<file path="config.mk">
export PLATFORM = sky130hd
export DESIGN_NAME = alu_seq_ctrl
export DESIGN_NICKNAME = d
export VERILOG_FILES = /design/src/rtl/alu_pkg.sv /design/src/rtl/alu_mult_iter.sv /design/src/rtl/alu_seq_ctrl.sv
export SDC_FILE = /design/constraint.sdc
export NUM_CORES = 1
export LEC_CHECK = 0
export CORE_MARGIN = 1.5
export CORE_UTILIZATION = 49
export CTS_CLUSTER_DIAMETER = 40
export CTS_CLUSTER_SIZE = 12
export DETAILED_ROUTE_END_ITERATION = 8
export PLACE_DENSITY = 0.78
export SETUP_SLACK_MARGIN = 0.02
export SYNTH_ARGS = -nofsm -noshare
export SYNTH_HDL_FRONTEND = slang
export SYNTH_SLANG_ARGS = --single-unit
</file>
<file path="constraint.sdc">
create_clock -name CLK -period 1.9 [get_ports CLK]
set_input_delay 0.38 -clock CLK [delete_from_list [all_inputs] [get_ports CLK]]
set_output_delay 0.38 -clock CLK [all_outputs]
set_load 0.1 [all_outputs]
</file>
<file path="src/rtl/alu_pkg.sv">
// rtl/alu_pkg.sv - shared ALU op codes, SEL codes and sequencer state encoding
package alu_pkg;

   localparam int WIDTH_DEF = 8;
   localparam int CNT_W_DEF = 4;

   // SEL codes equal the op codes so the output mux and this sequencer stay in step
   localparam logic [2:0] OP_FWD = 3'b000;
   localparam logic [2:0] OP_ADD = 3'b001;
   localparam logic [2:0] OP_AND = 3'b010;
   localparam logic [2:0] OP_OR  = 3'b011;
   localparam logic [2:0] OP_MUL = 3'b100;
   localparam logic [2:0] OP_SL  = 3'b101;
   localparam logic [2:0] OP_SR  = 3'b110;
   localparam logic [2:0] OP_ILL = 3'b111;

   localparam logic [1:0] ST_IDLE  = 2'd0;
   localparam logic [1:0] ST_MUL   = 2'd1;
   localparam logic [1:0] ST_SHIFT = 2'd2;

endpackage

</file>
<file path="src/rtl/alu_mult_iter.sv">
// rtl/alu_mult_iter.sv - shift-add multiplier datapath, one partial product per step
module alu_mult_iter
   import alu_pkg::*;
#(
   parameter int WIDTH = WIDTH_DEF,
   parameter int CNT_W = CNT_W_DEF
) (
   input  logic             clk_i,
   input  logic             resetn_i,
   input  logic             load_i,
   input  logic             step_i,
   input  logic [WIDTH-1:0] a_i,
   input  logic [WIDTH-1:0] b_i,
   output logic [WIDTH-1:0] acc_next_o,
   output logic             last_o
);

   localparam logic [CNT_W-1:0] CNT_ONE  = {{(CNT_W-1){1'b0}}, 1'b1};
   localparam logic [CNT_W-1:0] CNT_LOAD = WIDTH[CNT_W-1:0];

   logic [WIDTH-1:0] mcand_q;
   logic [WIDTH-1:0] mplier_q;
   logic [WIDTH-1:0] acc_q;
   logic [CNT_W-1:0] count_q;

   // acc_next_o is the accumulator after the current step; the parent latches it on the last one
   assign acc_next_o = acc_q + (mplier_q[0] ? mcand_q : '0);
   assign last_o     = (count_q == CNT_ONE);

   always_ff @(posedge clk_i) begin
      if (!resetn_i) begin
         mcand_q  <= '0;
         mplier_q <= '0;
         acc_q    <= '0;
         count_q  <= '0;
      end else if (load_i) begin
         mcand_q  <= a_i;
         mplier_q <= b_i;
         acc_q    <= '0;
         count_q  <= CNT_LOAD;
      end else if (step_i) begin
         acc_q    <= acc_next_o;
         mcand_q  <= {mcand_q[WIDTH-2:0], 1'b0};
         mplier_q <= {1'b0, mplier_q[WIDTH-1:1]};
         count_q  <= count_q - CNT_ONE;
      end
   end

endmodule

</file>
<file path="src/rtl/alu_seq_ctrl.sv">
// rtl/alu_seq_ctrl.sv - ALU request sequencer: SEL generation plus multi-cycle mult/shift results
module alu_seq_ctrl
   import alu_pkg::*;
#(
   parameter int WIDTH = WIDTH_DEF,
   parameter int CNT_W = CNT_W_DEF
) (
   input  logic             CLK,
   input  logic             RESET,
   input  logic             START,
   input  logic [2:0]       ALUOP,
   input  logic [WIDTH-1:0] DATA1,
   input  logic [WIDTH-1:0] DATA2,
   output logic [2:0]       SEL,
   output logic [WIDTH-1:0] MULT_RES,
   output logic [WIDTH-1:0] SL_RES,
   output logic [WIDTH-1:0] SR_RES,
   output logic             BUSY,
   output logic             DONE,
   output logic             ERR
);

   localparam logic [CNT_W-1:0] CNT_ONE = {{(CNT_W-1){1'b0}}, 1'b1};
   localparam logic [WIDTH-1:0] W_LIM   = WIDTH[WIDTH-1:0];

   logic [1:0]       state_q;
   logic [2:0]       sel_q;
   logic [WIDTH-1:0] mult_res_q;
   logic [WIDTH-1:0] sl_res_q;
   logic [WIDTH-1:0] sr_res_q;
   logic             busy_q;
   logic             done_q;
   logic             err_q;
   logic [WIDTH-1:0] shadow_q;
   logic [CNT_W-1:0] scnt_q;
   logic             shl_q;

   logic [WIDTH-1:0] shadow_d;
   logic [WIDTH-1:0] imm_res;
   logic             imm_shift;
   logic             mult_load;
   logic             mult_step;
   logic             mult_last;
   logic [WIDTH-1:0] mult_acc_next;

   assign mult_load = (state_q == ST_IDLE) && START && (ALUOP == OP_MUL);
   assign mult_step = (state_q == ST_MUL);

   alu_mult_iter #(
      .WIDTH (WIDTH),
      .CNT_W (CNT_W)
   ) u_mult (
      .clk_i      (CLK),
      .resetn_i   (RESET),
      .load_i     (mult_load),
      .step_i     (mult_step),
      .a_i        (DATA1),
      .b_i        (DATA2),
      .acc_next_o (mult_acc_next),
      .last_o     (mult_last)
   );

   // Zero and out-of-range shift amounts resolve in IDLE without entering SHIFT
   assign imm_shift = (DATA2 == '0) || (DATA2 >= W_LIM);
   assign imm_res   = (DATA2 == '0) ? DATA1 : '0;
   assign shadow_d  = shl_q ? {shadow_q[WIDTH-2:0], 1'b0} : {1'b0, shadow_q[WIDTH-1:1]};

   always_ff @(posedge CLK) begin
      if (!RESET) begin
         state_q    <= ST_IDLE;
         sel_q      <= OP_FWD;
         mult_res_q <= '0;
         sl_res_q   <= '0;
         sr_res_q   <= '0;
         busy_q     <= 1'b0;
         done_q     <= 1'b0;
         err_q      <= 1'b0;
         shadow_q   <= '0;
         scnt_q     <= '0;
         shl_q      <= 1'b0;
      end else begin
         done_q <= 1'b0;
         err_q  <= 1'b0;
         case (state_q)
            ST_IDLE: begin
               if (START) begin
                  case (ALUOP)
                     OP_FWD, OP_ADD, OP_AND, OP_OR: begin
                        sel_q  <= ALUOP;
                        done_q <= 1'b1;
                     end
                     OP_MUL: begin
                        sel_q   <= ALUOP;
                        busy_q  <= 1'b1;
                        state_q <= ST_MUL;
                     end
                     OP_SL, OP_SR: begin
                        sel_q <= ALUOP;
                        if (imm_shift) begin
                           if (ALUOP == OP_SL) sl_res_q <= imm_res;
                           else                sr_res_q <= imm_res;
                           done_q <= 1'b1;
                        end else begin
                           shadow_q <= DATA1;
                           scnt_q   <= DATA2[CNT_W-1:0];
                           shl_q    <= (ALUOP == OP_SL);
                           busy_q   <= 1'b1;
                           state_q  <= ST_SHIFT;
                        end
                     end
                     default: begin
                        done_q <= 1'b1;
                        err_q  <= 1'b1;
                     end
                  endcase
               end
            end
            ST_MUL: begin
               if (mult_last) begin
                  mult_res_q <= mult_acc_next;
                  busy_q     <= 1'b0;
                  done_q     <= 1'b1;
                  state_q    <= ST_IDLE;
               end
            end
            ST_SHIFT: begin
               shadow_q <= shadow_d;
               scnt_q   <= scnt_q - CNT_ONE;
               if (scnt_q == CNT_ONE) begin
                  if (shl_q) sl_res_q <= shadow_d;
                  else       sr_res_q <= shadow_d;
                  busy_q  <= 1'b0;
                  done_q  <= 1'b1;
                  state_q <= ST_IDLE;
               end
            end
            default: state_q <= ST_IDLE;
         endcase
      end
   end

   assign SEL      = sel_q;
   assign MULT_RES = mult_res_q;
   assign SL_RES   = sl_res_q;
   assign SR_RES   = sr_res_q;
   assign BUSY     = busy_q;
   assign DONE     = done_q;
   assign ERR      = err_q;

endmodule

</file>
Yosys cells after proc, flatten, opt, wreduce, memory -nomap -nowiden --
Index checks and enable logic that the tools add are counted.
Cells by class: add/subtract/negate cells 3, $lt $le $gt $ge 1, equality and inequality tests 22, mux-type cells 50, bitwise operators 2, reduce and logical (&&, ||, !) cells 21
Operators by type and width (number):
- $mux W8 | 22
- $pmux W8 S2 | 3
- $mux W4 | 5
- $ne A2 B2 Y1 const B | 7
- $reduce_and A7 Y1 | 2
- $eq A3 B3 Y1 const B | 3
- $mux W1 | 9
- $add A8 B8 Y8 | 1
- $eq A4 B1 Y1 const B | 2
- $ge A8 B4 Y1 const B | 1
- $logic_not A8 Y1 | 1
- $mux W2 | 4
- $pmux W4 S2 | 1
- $reduce_and A4 Y1 | 2
- $sub A4 B1 Y4 const B | 2
- $reduce_or A7 Y1 | 1
- $eq A3 B2 Y1 const B | 2
- $ne A2 B1 Y1 const B | 3
- $pmux W1 S3 | 2
- $pmux W2 S3 | 1
- $reduce_and A3 Y1 | 2
- $reduce_and A6 Y1 | 1
- $reduce_and A5 Y1 | 1
- $pmux W1 S2 | 2
- other kinds (15) | 19
Word-level totals: register bits after elaboration 73, bits of input ports 22, output and inout port bits 30, logic and storage cells 115

Longest topological paths before layout --
word-level depth 7, mapped depth 9, depth with buffers taken out 8

By module --
A second synthesis with hierarchy kept.
Unflattened totals: cells, all modules 492, area total of the unflattened synthesis 4181.5 um^2
Modules (own cells, without submodules):
- alu_seq_ctrl | instances 1, cells an instance 298, area each 2513.7 um^2, sequential area each 900.9 um^2
- alu_mult_iter | instances 1, cells an instance 194, area each 1667.8 um^2, sequential area each 560.5 um^2

Worst setup path before layout --
OpenSTA, ideal clock, no wires.
kind input -> register, from input DATA2[5], to register scnt_q[3], setup time 0.130 ns, arrival time 1.843 ns, data required time 1.770 ns, path slack -0.073 ns, stages 6, buffers on the path 1, path through or4_4 -> or3_4 -> a21o_1 -> buf_6 -> o211ai_2 -> o31ai_2
On the way: longest elaborated chain between the ends 4, elaborated cells on any way between the ends 5, those cells by class order compare (1); eq/ne (1); reduce/logical (3)
RTL lines:
- start, declared | line alu_seq_ctrl.sv:13 | input logic [WIDTH-1:0] DATA2,
- $ge A8 B4 Y1 or $logic_not A8 Y1 (tied branches) | line alu_seq_ctrl.sv:64 | assign imm_shift = (DATA2 == '0) || (DATA2 >= W_LIM);
- $logic_or A1 B1 Y1 (*) | line alu_seq_ctrl.sv:64
- $ne A2 B2 Y1 (no source line) (*)
- $reduce_and A4 Y1 (no source line) (*)
- end signal, assigned | line alu_seq_ctrl.sv:105 | scnt_q <= DATA2[CNT_W-1:0];
- end signal, assigned | line alu_seq_ctrl.sv:128 | scnt_q <= scnt_q - CNT_ONE;
- end, declared | line alu_seq_ctrl.sv:35 | logic [CNT_W-1:0] scnt_q;
Every way passes the cells marked *; elsewhere a longest branch is shown, timed or not. A chain may end at the register's enable or synchronous reset.

Worst setup path after layout --
from register scnt_q[1], to register sr_res_q[7], in the netlist SR_RES[7]
On the way: longest elaborated chain between the ends 3
RTL lines:
- $eq A4 B1 Y1 | line alu_seq_ctrl.sv:129 | if (scnt_q == CNT_ONE) begin
- $ne A2 B2 Y1 (no source line)
- $reduce_and A7 Y1 (no source line)
- end signal, assigned | line alu_seq_ctrl.sv:101 | else sr_res_q <= imm_res;
- end signal, assigned | line alu_seq_ctrl.sv:131 | else sr_res_q <= shadow_d;
- end, declared | line alu_seq_ctrl.sv:30 | logic [WIDTH-1:0] sr_res_q;
No other way between the ends.

==> implementation parameters <==
Parameter                              Value

Yosys
  Share of synthesized area spent on multiplexers ... about 13%
  Leading cell type by number of instances after synthesis ... sky130_fd_sc_hd__dfxtp_1
  Compound-gate portion of the synthesized area ... ~17%
  Share of synthesized flip-flops with an asynchronous set or reset ... 0%
  Average cell area after synthesis ... between 8 and 9 µm²
  Xor/xnor cell area share of the yosys netlist ... under 10%
  Mapped Nets ... 467
  Main combinational cell family by area after synthesis ... simple AND/OR/NAND/NOR gates
  Share of synthesized cell area in full adder, half adder and majority cells ... approximately 5.5%
  Cell area after technology mapping ... between 3000 and 4000 µm²
  Total number of yosys warnings ... 0
  Share of the yosys chip area belonging to registers ... about 40%
  Cell taking the most area after synthesis ... sky130_fd_sc_hd__dfxtp_1
  Cells after Synth ... 429
  Number of enable flip-flop cells after synthesis ... 0
  Top post-synthesis cells by count ... 73 x sky130_fd_sc_hd__dfxtp_1, 46 x sky130_fd_sc_hd__mux2i_1, 42 x sky130_fd_sc_hd__nand2_1, 40 x sky130_fd_sc_hd__nor2_1, 26 x sky130_fd_sc_hd__a21oi_1
  Area share of the largest cell type after synthesis ... between 30% and 40%
  Leading register cell type out of synthesis ... sky130_fd_sc_hd__dfxtp_1
  Synth unique cells ... 53
  Post-synthesis share of cell area spent on and, or, nand and nor gates ... between 10% and 20%
  Leading cell types by total area after synthesis ... sky130_fd_sc_hd__dfxtp_1 39%, sky130_fd_sc_hd__mux2i_1 12%, sky130_fd_sc_hd__ha_1 5.0%
  Seq cells post-synth ... 73

Clock network
  Maximum root-to-sink buffer count ... 2
  Number of buffers inserted for hold repair after clock tree synthesis ... 0
  Clock slew at reported path FFs ... about 0.08 ns
  Clock Tree Root ... sky130_fd_sc_hd__clkbuf_8
  Source-to-sink clock delay at the later pin of the worst-skew pair ... approximately 0.35 ns
  Number of sinks on the clock net ... 73
  CTS tree ... built
  H-tree Lvls ... 3
  Number of buffers created by CTS ... 9

Die
  Width of the chip ... between 90 and 100 µm
  Top Ports ... 52
  Full die area ... slightly above 8000 µm²
  Core Region ... 7330 µm²
  # rows ... 31
  Initial standard-cell utilization of the core ... between 50 and 60%
  Die H ... around 90 µm

Worst setup path
  CP arrival ... ~2.3 ns
  CP required ... 2.17 ns
  Origin of the critical flop-to-flop path ... scnt_q[1]
  Setup crit start kind ... register
  Startpoint of the worst setup timing path ... scnt_q[1]
  Cell with the biggest individual delay on the critical path ... sky130_fd_sc_hd__or3b_4
  Kind of end point of the critical path ... register
  Setup CP Type ... reg -> reg
  Delay of the slowest cell on the worst path ... roughly 0.38 ns
  Max FO, Critical Path ... 8
  Cell chain of the critical path ... inv_2 -> ha_4 -> or3b_4 -> or2_0 -> a221o_1 -> a21oi_4 -> buf_12 -> mux2i_1

Place
  PortBufs ... ~50
  Final HPWL DP ... 6610 µm
  Pre-CTS worst setup slack ... -0.556 ns
  Final Wtd Congestion ... a little under 1

Pwr
  Overall power after layout ... 5.39 mW
  Power per unit of standard cell area ... 1020 nW/µm²
  Leak ... about 2.0 nW
  Worst supply voltage drop on vdd ... 0.000759 V

Timing
  Max-Slew Margin vs Limit ... a little under three quarters
  Slew at the pin with the worst max-slew slack ... 0.432 ns
  Period Utilization, post-route ... 107%
  Post-route minimum period ... just over 2 ns
  Number of pins with negative max-slew slack in the final report ... 0
  Worst hold slack after final layout ... 0.342 ns
  Final worst-path setup slack ... -0.129 ns
  Final setup violation count ... 9
  Peak clock frequency supported by timing ... ~490 MHz
  Number of hold-slack violations in the final timing report ... 0
  Setup TNS ... -0.752 ns
  Setup Skew ... between 0.006 and 0.007 ns
  Unrepaired setup endpoints after global routing ... yes

Global route
  Pin count of the biggest net entering global routing ... 33
  Global-route wire length before repair ... roughly 16000 µm
  Antenna violations before repair ... 0
  Global router's overall resource usage ... between 20% and 30%
  Via count of the first global-routing pass ... approximately 3300
  Overflow left after global routing ... 0

Cells and area
  Final Util ... 71.9%
  Final Net Count ... 563
  Layout cell share with drive strength beyond 1 ... a little under a third
  P&R area growth vs syn ... 40.4%
  Diode count ... 0

Routing
  Initial drt markers ... 173
  Drt drc ... 0
  DR WL/cell ... between 15 and 20 µm
  Overall via count from detail_route ... about 3400
  Wire length after detailed routing ... 9710 µm
  Number of nets still failing antenna checks after routing ... 0
  Total iterations of the first detailed-routing run ... 5
  Vias per inst ... around 5.4

Outcome
  Violated checks ... negative setup slack
  Outcome ... complete, but fails checks

Run
  Max capacitance violation total ... 0

Worst hold path
  Worst hold path class ... in -> reg
  Startpoint of the worst hold path ... DATA2[4]
-- logic make-up after synthesis --
logic type                 count (synthesis)
muxes                                     47
buffers and inverters                     40
DFF                                       73
adders and majority gates                 16
xor gates and xnor gates                   9
AOI/OAI and AO/OA                         98
and+or+nand+nor                          146
-- layout by cell type, fill, tap and decap left out, types with 3 or more instances in the layout --
cell,netlist,routed
sky130_fd_sc_hd__ha_4,0,7
sky130_fd_sc_hd__buf_12,0,11
sky130_fd_sc_hd__nand3b_1,3,3
sky130_fd_sc_hd__o21ai_0,25,15
sky130_fd_sc_hd__ha_1,15,7
sky130_fd_sc_hd__buf_4,1,75
sky130_fd_sc_hd__and2_4,0,3
sky130_fd_sc_hd__o21ai_1,0,9
sky130_fd_sc_hd__a31oi_1,3,3
sky130_fd_sc_hd__buf_6,1,5
sky130_fd_sc_hd__nand3_1,9,7
sky130_fd_sc_hd__a211oi_1,19,18
sky130_fd_sc_hd__a21oi_4,1,5
sky130_fd_sc_hd__nor2b_1,20,20
sky130_fd_sc_hd__clkbuf_8,0,10
sky130_fd_sc_hd__xor2_1,4,3
sky130_fd_sc_hd__mux2i_1,46,45
sky130_fd_sc_hd__nor3_1,5,3
sky130_fd_sc_hd__a311oi_1,3,3
sky130_fd_sc_hd__nand2b_1,6,6
sky130_fd_sc_hd__dfxtp_1,73,70
sky130_fd_sc_hd__dlymetal6s2s_1,0,3
sky130_fd_sc_hd__a21oi_1,26,22
sky130_fd_sc_hd__clkdlybuf4s50_1,0,14
sky130_fd_sc_hd__and2_1,7,4
sky130_fd_sc_hd__xnor2_1,5,4
sky130_fd_sc_hd__nand2_1,42,40
sky130_fd_sc_hd__nor2_1,40,40
sky130_fd_sc_hd__inv_2,0,3
sky130_fd_sc_hd__inv_1,13,10
-- where the power goes --
part	leakage, nW	internal (mW)	total (mW)	switching (mW)
Clock	0.113	0.774	1.36	0.589
Combinational	1.30	1.01	2.23	1.21
Sequential	0.593	1.69	1.80	0.111
Total	2.00	3.47	5.39	1.91
-- layer usage --
metal / share of wire, % / global-route usage (%) / wire length, µm
met1: 44 / 28.6 / 4240
met2: 50 / 39.8 / 4830
met3: 4.6 / 5.81 / 451
met4: 1.9 / 10.3 / 184
met5: 0 / 0 / 0
-- flip-flops by register name, indices dropped and copies added, names as in the netlist, 2 cells and up --
signal and cells:
u_mult.mplier_q 8, state_q 2, MULT_RES 8, SR_RES 8, shadow_q 8, u_mult.acc_q 8, SL_RES 8, scnt_q 4
SEL 3, u_mult.mcand_q 8, u_mult.count_q 4
-- metrics by stage --
| stage | cells | cell area, µm² |
|---|---|---|
| finish | 629 | 5270 |
| global route | 629 | 5270 |
| detailed placement | 606 | 4720 |
| global placement | 606 | 4720 |
| floorplan | 429 | 3770 |
| CTS | 626 | 5060 |
-- final cells by class --
class	instances	area [µm²]
clock buffer	11	141
clock inverter	5	78.8
fill	520	2060
inverter	13	48.8
multi-input combinational	316	2360
sequential	73	1470
tap	99	124
timing repair buffer	112	1050
-- final timing paths --
| path | endpoint | slack, ns | cells past startpoint |
|---|---|---|---|
| setup / recovery | SR_RES[7] | -0.13 | 8 |
| hold / removal | u_mult.mplier_q[4] | 0.34 | 3 |
| setup reg to reg | SR_RES[7] | -0.13 | 8 |
| hold reg to reg | SL_RES[0] | 0.46 | 2 |
-- what timing repair did --
| item | 4_1_cts | 5_1_grt |
|---|---|---|
| pin swaps | 8 | 29 |
| setup endpoints to repair | 38 | 55 |
| endpoints found under the hold margin | 0 | 0 |
| gates resized for setup | 19 | 53 |
| setup buffers | 3 | 3 |
| gates cloned | 1 | 0 |
-- critical path: cells and delay by family, from the launching register on --
family	cells	cell delay (ns)
DFF	1	0.33
buffers and inverters	2	0.22
AOI/OAI and AO/OA	2	0.48
adders and majority gates	1	0.12
muxes	1	0.22
and+or+nand+nor	2	0.59
(Power assumes the default switching activity.)
